===== src/rtl/float2int_pipe.sv =====
// float2int_pipe: 3-stage IEEE-style float to saturating signed integer converter
// with round-to-nearest (ties away from zero), backpressure and a saturation counter.
module float2int_pipe #(
    parameter int MAN   = 23,
    parameter int EXP   = 8,
    parameter int OUT_W = 23
) (
    input  logic                    clk,
    input  logic                    rst_n,
    input  logic                    in_valid,
    input  logic [MAN+EXP:0]        in_float,
    output logic                    in_ready,
    output logic                    out_valid,
    output logic signed [OUT_W-1:0] out_data,
    input  logic                    out_ready,
    output logic                    out_sat,
    output logic [15:0]             sat_count
);
    localparam int BIAS = 2 ** (EXP - 1) - 1;
    localparam int SW = $clog2(OUT_W + 1);
    localparam logic [OUT_W:0] HALF = (OUT_W + 1)'(1) << (OUT_W - 1);
    localparam logic [OUT_W-1:0] MAXV = {1'b0, {(OUT_W - 1){1'b1}}};
    localparam logic [OUT_W-1:0] MINV = {1'b1, {(OUT_W - 1){1'b0}}};

    logic             adv;
    logic [EXP-1:0]   exp_f;
    logic [MAN-1:0]   man_f;
    logic             all_ones;
    int               ue;
    logic             v1, sign1, zero1, nan1, big1;
    logic [SW-1:0]    sh1;
    logic [MAN:0]     sig1;
    logic             v2, sign2, zero2, nan2, big2;
    logic [OUT_W:0]   x2;
    logic [OUT_W:0]   r;
    logic             sat3;
    logic [OUT_W-1:0] data3;

    assign adv      = !(out_valid && !out_ready);
    assign in_ready = adv;
    assign exp_f    = in_float[MAN +: EXP];
    assign man_f    = in_float[MAN-1:0];
    assign all_ones = &exp_f;
    assign ue       = int'(exp_f) - BIAS;

    // x2 holds the magnitude times two (one fraction bit), so rounding is (x2+1)>>1
    assign r     = (OUT_W + 1)'(({1'b0, x2} + (OUT_W + 2)'(1)) >> 1);
    assign sat3  = nan2 || big2 || (!zero2 && (sign2 ? r > HALF : r >= HALF));
    assign data3 = (zero2 || nan2) ? '0 :
                   sat3 ? (sign2 ? MINV : MAXV) :
                   sign2 ? -r[OUT_W-1:0] : r[OUT_W-1:0];

    always_ff @(posedge clk) begin
        if (!rst_n) begin
            v1        <= 1'b0;
            v2        <= 1'b0;
            out_valid <= 1'b0;
            out_data  <= '0;
            out_sat   <= 1'b0;
        end else if (adv) begin
            v1        <= in_valid;
            sign1     <= in_float[MAN+EXP];
            zero1     <= exp_f == '0 || ue < -1;
            nan1      <= all_ones && man_f != '0;
            big1      <= all_ones || ue >= OUT_W;
            sh1       <= SW'(ue + 1);
            sig1      <= {1'b1, man_f};
            v2        <= v1;
            sign2     <= sign1;
            zero2     <= zero1;
            nan2      <= nan1;
            big2      <= big1;
            x2        <= (OUT_W + 1)'(({{(OUT_W + 1){1'b0}}, sig1} << sh1) >> MAN);
            out_valid <= v2;
            out_sat   <= v2 && sat3;
            if (v2)
                out_data <= data3;
        end
    end

    always_ff @(posedge clk) begin
        if (!rst_n)
            sat_count <= '0;
        else if (out_valid && out_ready && out_sat && sat_count != 16'hFFFF)
            sat_count <= sat_count + 16'd1;
    end
endmodule


===== config.mk =====
export PLATFORM = sky130hd
export DESIGN_NAME = float2int_pipe
export DESIGN_NICKNAME = d
export VERILOG_FILES = /design/src/rtl/float2int_pipe.sv
export SDC_FILE = /design/constraint.sdc
export NUM_CORES = 1
export LEC_CHECK = 0
export ABC_AREA = 1
export BUFFER_PORTS_ARGS = -buffer_cell sky130_fd_sc_hd__buf_2
export CELL_PAD_IN_SITES_DETAIL_PLACEMENT = 1
export CELL_PAD_IN_SITES_GLOBAL_PLACEMENT = 1
export CORE_AREA = 4 4 126 128
export CTS_BUF_LIST = sky130_fd_sc_hd__clkbuf_4 sky130_fd_sc_hd__clkbuf_8
export CTS_CLUSTER_DIAMETER = 120
export CTS_CLUSTER_SIZE = 24
export DETAILED_ROUTE_END_ITERATION = 6
export DIE_AREA = 0 0 130 132
export GPL_ROUTABILITY_DRIVEN = 0
export PLACE_DENSITY = 0.89
export SLEW_MARGIN = 20
export SYNTH_ARGS = -nofsm -noshare
export SYNTH_HDL_FRONTEND = slang
export SYNTH_SLANG_ARGS = --single-unit

===== constraint.sdc =====
create_clock -name clk -period 6.02 [get_ports clk]
set_input_delay 0.602 -clock clk [delete_from_list [all_inputs] [get_ports clk]]
set_output_delay 0.602 -clock clk [all_outputs]
set_load 0.05 [all_outputs]

# After elaboration in Yosys (flattened, before gate mapping)

Index checks and enable logic that the tools add are counted.

Memories: 0
Bits in read-only memories: 0
RAM bits: 0
Register bits after elaboration: 103
Bits of input ports: 36
Output and inout bits: 42
Word-level logic and storage cells: 54
Latch bits: 0

Add/subtract/negate cells: 5
Bitwise gates (word level): 1
Eq/ne operators: 1
Reductions and logical operators: 20
$lt $le $gt $ge: 4
$mul: 0
Mux-type cells: 5
Shift-type cells: 1
Div/mod/pow operators: 0

Operator list:

| cell                                                                               | count |
|---|---|
| 23-bit 2-to-1 mux                                                                  | 4 |
| 24-bit by 5-bit << shifter with 47-bit output                                      | 1 |
| 24-bit by 1-bit adder with 25-bit output (second input constant)                   | 1 |
| 24-bit by 23-bit >= comparator with 1-bit output (second input constant)           | 1 |
| 24-bit by 23-bit greater-than comparator with 1-bit output (second input constant) | 1 |
| 23-bit negator                                                                     | 1 |
| 23-bit nonzero test                                                                | 1 |
| 16-bit by 1-bit adder with 16-bit output (second input constant)                   | 1 |
| 16-bit inequality test (second input constant)                                     | 1 |
| 9-bit by 6-bit >= comparator with 1-bit output (second input constant)             | 1 |
| 9-bit by 1-bit < comparator with 1-bit output (second input constant)              | 1 |
| 8-bit by 7-bit subtractor with 9-bit output (second input constant)                | 1 |
| 8-bit zero test                                                                    | 1 |
| 8-bit AND reduction                                                                | 1 |
| 1-bit logical AND                                                                  | 7 |
| 5-bit by 2-bit adder with 5-bit output (second input constant)                     | 1 |
| 1-bit logical OR                                                                   | 5 |
| 2-bit AND reduction                                                                | 2 |
| 1-bit zero test                                                                    | 3 |
| 1-bit 2-to-1 mux                                                                   | 1 |
| 1-bit NOT                                                                          | 1 |

# Longest topological paths before layout

Depth after elaboration: 7
Gate-level depth with buffers: 19
Gate-level depth less buffers: 19

# Least setup slack after synthesis

Ideal clock, no wire load.

Kind: input to register
From: input port rst_n
To: register big1, enable pin
Stages: 3
Buffers on the path: 1
Path slack: 2170 ps
Arrival: 3372 ps
Cells stage by stage: inv_1 clkbuf_1 nor2_1

Longest elaborated chain between the ends: 1

Ends and longest elaborated chain:

| item                                 | RTL line | source |
|---|---|---|
| start, declared                      | 9        | `input logic rst_n,` |
| 2-bit AND reduction (no source line) | --       |  |
| end signal, assigned                 | 65       | `big1 <= all_ones \|\| ue >= OUT_W;` |
| end, declared                        | 30       | `logic v1, sign1, zero1, nan1, big1;` |

Every way passes these cells.
A chain may end at the register's enable or synchronous reset.

# Final worst setup path

From: register x2[1]
To: register out_data[7]

Longest elaborated chain between the ends: 7
Elaborated cells between the ends (all ways): 10

Ends and longest elaborated chain:

| item                                                                                                                                  | RTL line | source |
|---|---|---|
| start, declared                                                                                                                       | 34       | `logic [OUT_W:0] x2;` |
| start signal, assigned                                                                                                                | 73       | `x2 <= (OUT_W + 1)'(({{(OUT_W + 1){1'b0}}, sig1} << sh1) >> MAN);` |
| 24-bit by 1-bit adder with 25-bit output (*)                                                                                          | 47       | `assign r = (OUT_W + 1)'(({1'b0, x2} + (OUT_W + 2)'(1)) >> 1);` |
| 24-bit by 23-bit >= comparator with 1-bit output / 24-bit by 23-bit greater-than comparator with 1-bit output (equally long branches) | 48       | `assign sat3 = nan2 \|\| big2 \|\| (!zero2 && (sign2 ? r > HALF : r >= HALF));` |
| 1-bit 2-to-1 mux                                                                                                                      | 48       |  |
| 1-bit logical AND                                                                                                                     | 48       |  |
| 1-bit logical OR                                                                                                                      | 48       |  |
| 23-bit 2-to-1 mux (*)                                                                                                                 | 50       | `sat3 ? (sign2 ? MINV : MAXV) :` |
| 23-bit 2-to-1 mux (*)                                                                                                                 | 49       | `assign data3 = (zero2 \|\| nan2) ? '0 :` |
| end signal, assigned                                                                                                                  | 77       | `out_data <= data3;` |
| end, declared                                                                                                                         | 14       | `output logic signed [OUT_W-1:0] out_data,` |

Every way passes the cells marked *; elsewhere a longest branch is shown, timed or not.

==> metrics.txt <==
Max Clock Freq around 350 MHz; Max FO, Critical Path 22; final slew viol count 0; Post-Syn Instances approximately 980; post-CTS sizing 0; Global Route Usage Sum a little under a quarter; CTS tree done; die width ~130 µm; Least-Margin Pin Slew 993.3 ps; Post-synth EDFFs 60; CP max stage delay around 440 ps; ys async rst share 0%; register area share after synthesis between 30 and 40%; cell accounting for the most synthesized area edfxtp_1; final setup violating endpoints 0; worst-skew pair later-pin latency around 400 ps; Via Count around 6,600; # IOs 78; Finished Cell Area about 7500 µm²; IO Port Bufs 77; placed inst area between 7000 and 8000 µm²; Slew headroom around a third; 1st-pass router iterations 4; vias in the first global route around 6,700; clock buffer depth 2; Die ar. between 15,000 and 20,000 µm²; Worst Hold Class input pin to flop; R2R setup slack 3130 ps; status completed; Primary FF master, synth edfxtp_1; setup TNS 0 ps; Mapped Nets a little over 1,000; WL/cell 15.33 µm; share of cells above drive strength 1 between 10% and 20%; synthesized area per cell between 6 and 7 µm²; VDD IR max 0.1327 mV; synthesized flop and latch total approximately 100; Clock Skew roughly 21 ps; Fin. Hold Viols 0; most frequent cells in the layout nand2_1, inv_1, nor2_1, nand3_1, buf_2; top cell type's share of synthesized area 26.60%; FP Rows 45; library cells used by synthesis 43; min Tclk post-route ~2900 ps; Iter 0 DRT Violations 332; cell mode on critical path nand2_4; Critical Path End Type flop; post-CTS setup buffers 0; antenna viol nets, final 0; die height approximately 130 µm; Worst Reg-to-Reg Cells 15; most common cell after layout, fill and taps aside nand2_1; CTS clk-pin slew, worst paths approximately 100 ps; Final HPWL DP approximately 15 mm; Worst setup SP type flop; detailed-route DRC error count 0; critical path type flop to flop; PD cells 224.5 nW/µm²; initial antenna violation count 0; WHS Path Cells 1; clock root cell clkbuf_8; largest net degree at the start of global routing 61; MaxCap Viol Count 0; H-tree levels 3; Congestion Overflow GR 0; total leakage power 3.271 nW; CTS buffer count 9; post-layout util 50.29%; # diodes 0; final wirelength around 19 mm; fill count about 2,000; worst-path cell chain ha_1 -> xnor2_1 -> ha_1 -> nand2_1 -> nor2_2 -> nand2_2 -> nor2_2 -> nand2_2 -> nor2_4 -> nand3_2 -> nand2_4 -> nand2_4 -> nand2_4 -> nand3_1 -> a21oi_1; DR vias/cell 5.414; # placed instances ~1,200; core area roughly 15,000 µm²; Layout Nets roughly 1,100; Sink Count between 100 and 150; mapped cell area 6774 µm²; Arr. time, crit path 3200 ps; fin crit share 48.03%; CTS Hold Bufs 0; critical path required time about 6300 ps; non-filler instance count after layout around 1,200; Crit-path slowest cell edfxtp_1; Initial Utilization between 40% and 50%; Yosys warning total 0; Layout area overhead 10.34%; unrepaired setup endpoints after global routing false; top cells by area, synth edfxtp_1, nand2_1, dfxtp_1, nand3_1, inv_1; global-route wire length before repair roughly 32 mm
==> cells in the mapped netlist, drive strengths merged, types with 2 or more instances <==
cell type  instances
o221ai            12
a21oi             41
nor3              12
o22ai              3
inv              103
edfxtp            60
xnor2              4
buf                9
nand3             86
nand4             20
clkbuf            26
mux2i             11
o21ai             71
nand2            324
nor2             110
xor2               7
nand3b             6
dfxtp             43
nor4               6
or2                2
ha                 7
and3               2
a31oi              4
==> final cells by class <==
type / instances / area (µm²) / share of cell area (%)
well taps: 188 / 235.2 / 3.147
flip-flops and latches: 103 / 2663 / 35.62
clock buffers: 10 / 137.6 / 1.841
repair buffers: 81 / 415.4 / 5.557
multi-input cells: 736 / 3585 / 47.96
inverters: 104 / 390.4 / 5.223
clock inverters: 6 / 48.80 / 0.6528
==> worst max-delay path: cells and delay by family (launching register included) <==
family / cells / cell delay, ps
adders and majority gates: 2 / 510
and+or+nand+nor: 11 / 1380
xor gates and xnor gates: 1 / 290
AOI/OAI and AO/OA: 1 / 190
DFF: 1 / 440
==> metal layers <==
layer	global-route usage, %	vias up	part of all wire [%]
li1	-	3338	-
met1	28.89	3160	45
met2	39.20	112	50
met3	3.120	38	2.8
met4	7.333	0	2.3
met5	0	-	0
==> metrics by stage <==
| stage | power (mW) | worst slack, ps | hold slack (ps) |
|---|---|---|---|
| after floorplan | 1.146 | 2170 | 400.3 |
| after global placement | 1.248 | 3328 | 401.7 |
| after detailed placement | 1.266 | 3180 | 408.4 |
| after CTS | 1.690 | 3072 | 370.5 |
| after global routing | 1.784 | 2868 | 364.6 |
| final | 1.678 | 3129 | 392.7 |
==> cells by family (layout without fill, tap and decap cells) <==
group                      count (synthesis)  in the layout  synth area share, %
adders and majority gates                  7              7                1.293
AOI/OAI and AO/OA                        138            138                11.36
buffers and inverters                    139            201                7.961
and+or+nand+nor                          569            569                37.03
xor gates and xnor gates                  11             11                1.422
muxes                                     11             11                1.625
DFF                                      103            103                39.31
==> power breakdown <==
group          switching, mW  leakage [nW]  internal (mW)
Sequential            0.0485         0.939          0.799
Combinational          0.280          2.24          0.123
Clock                  0.260        0.0957          0.167
Total                  0.588          3.27           1.09
==> sequential cells by signal, summed over array words and instances (netlist names), 5 cells and up <==
register   count
x2            24
sat_count     16
sh1            5
sig1          23
out_data      23
==> worst paths after layout <==
check | endpoint | from
setup reg to reg | out_data[7] | x2[1]
hold reg to reg | big2 | big1
setup / recovery | out_data[7] | x2[1]
hold / removal | sig1[16] | in_float[16]
Power figures use the tool's default switching activity.
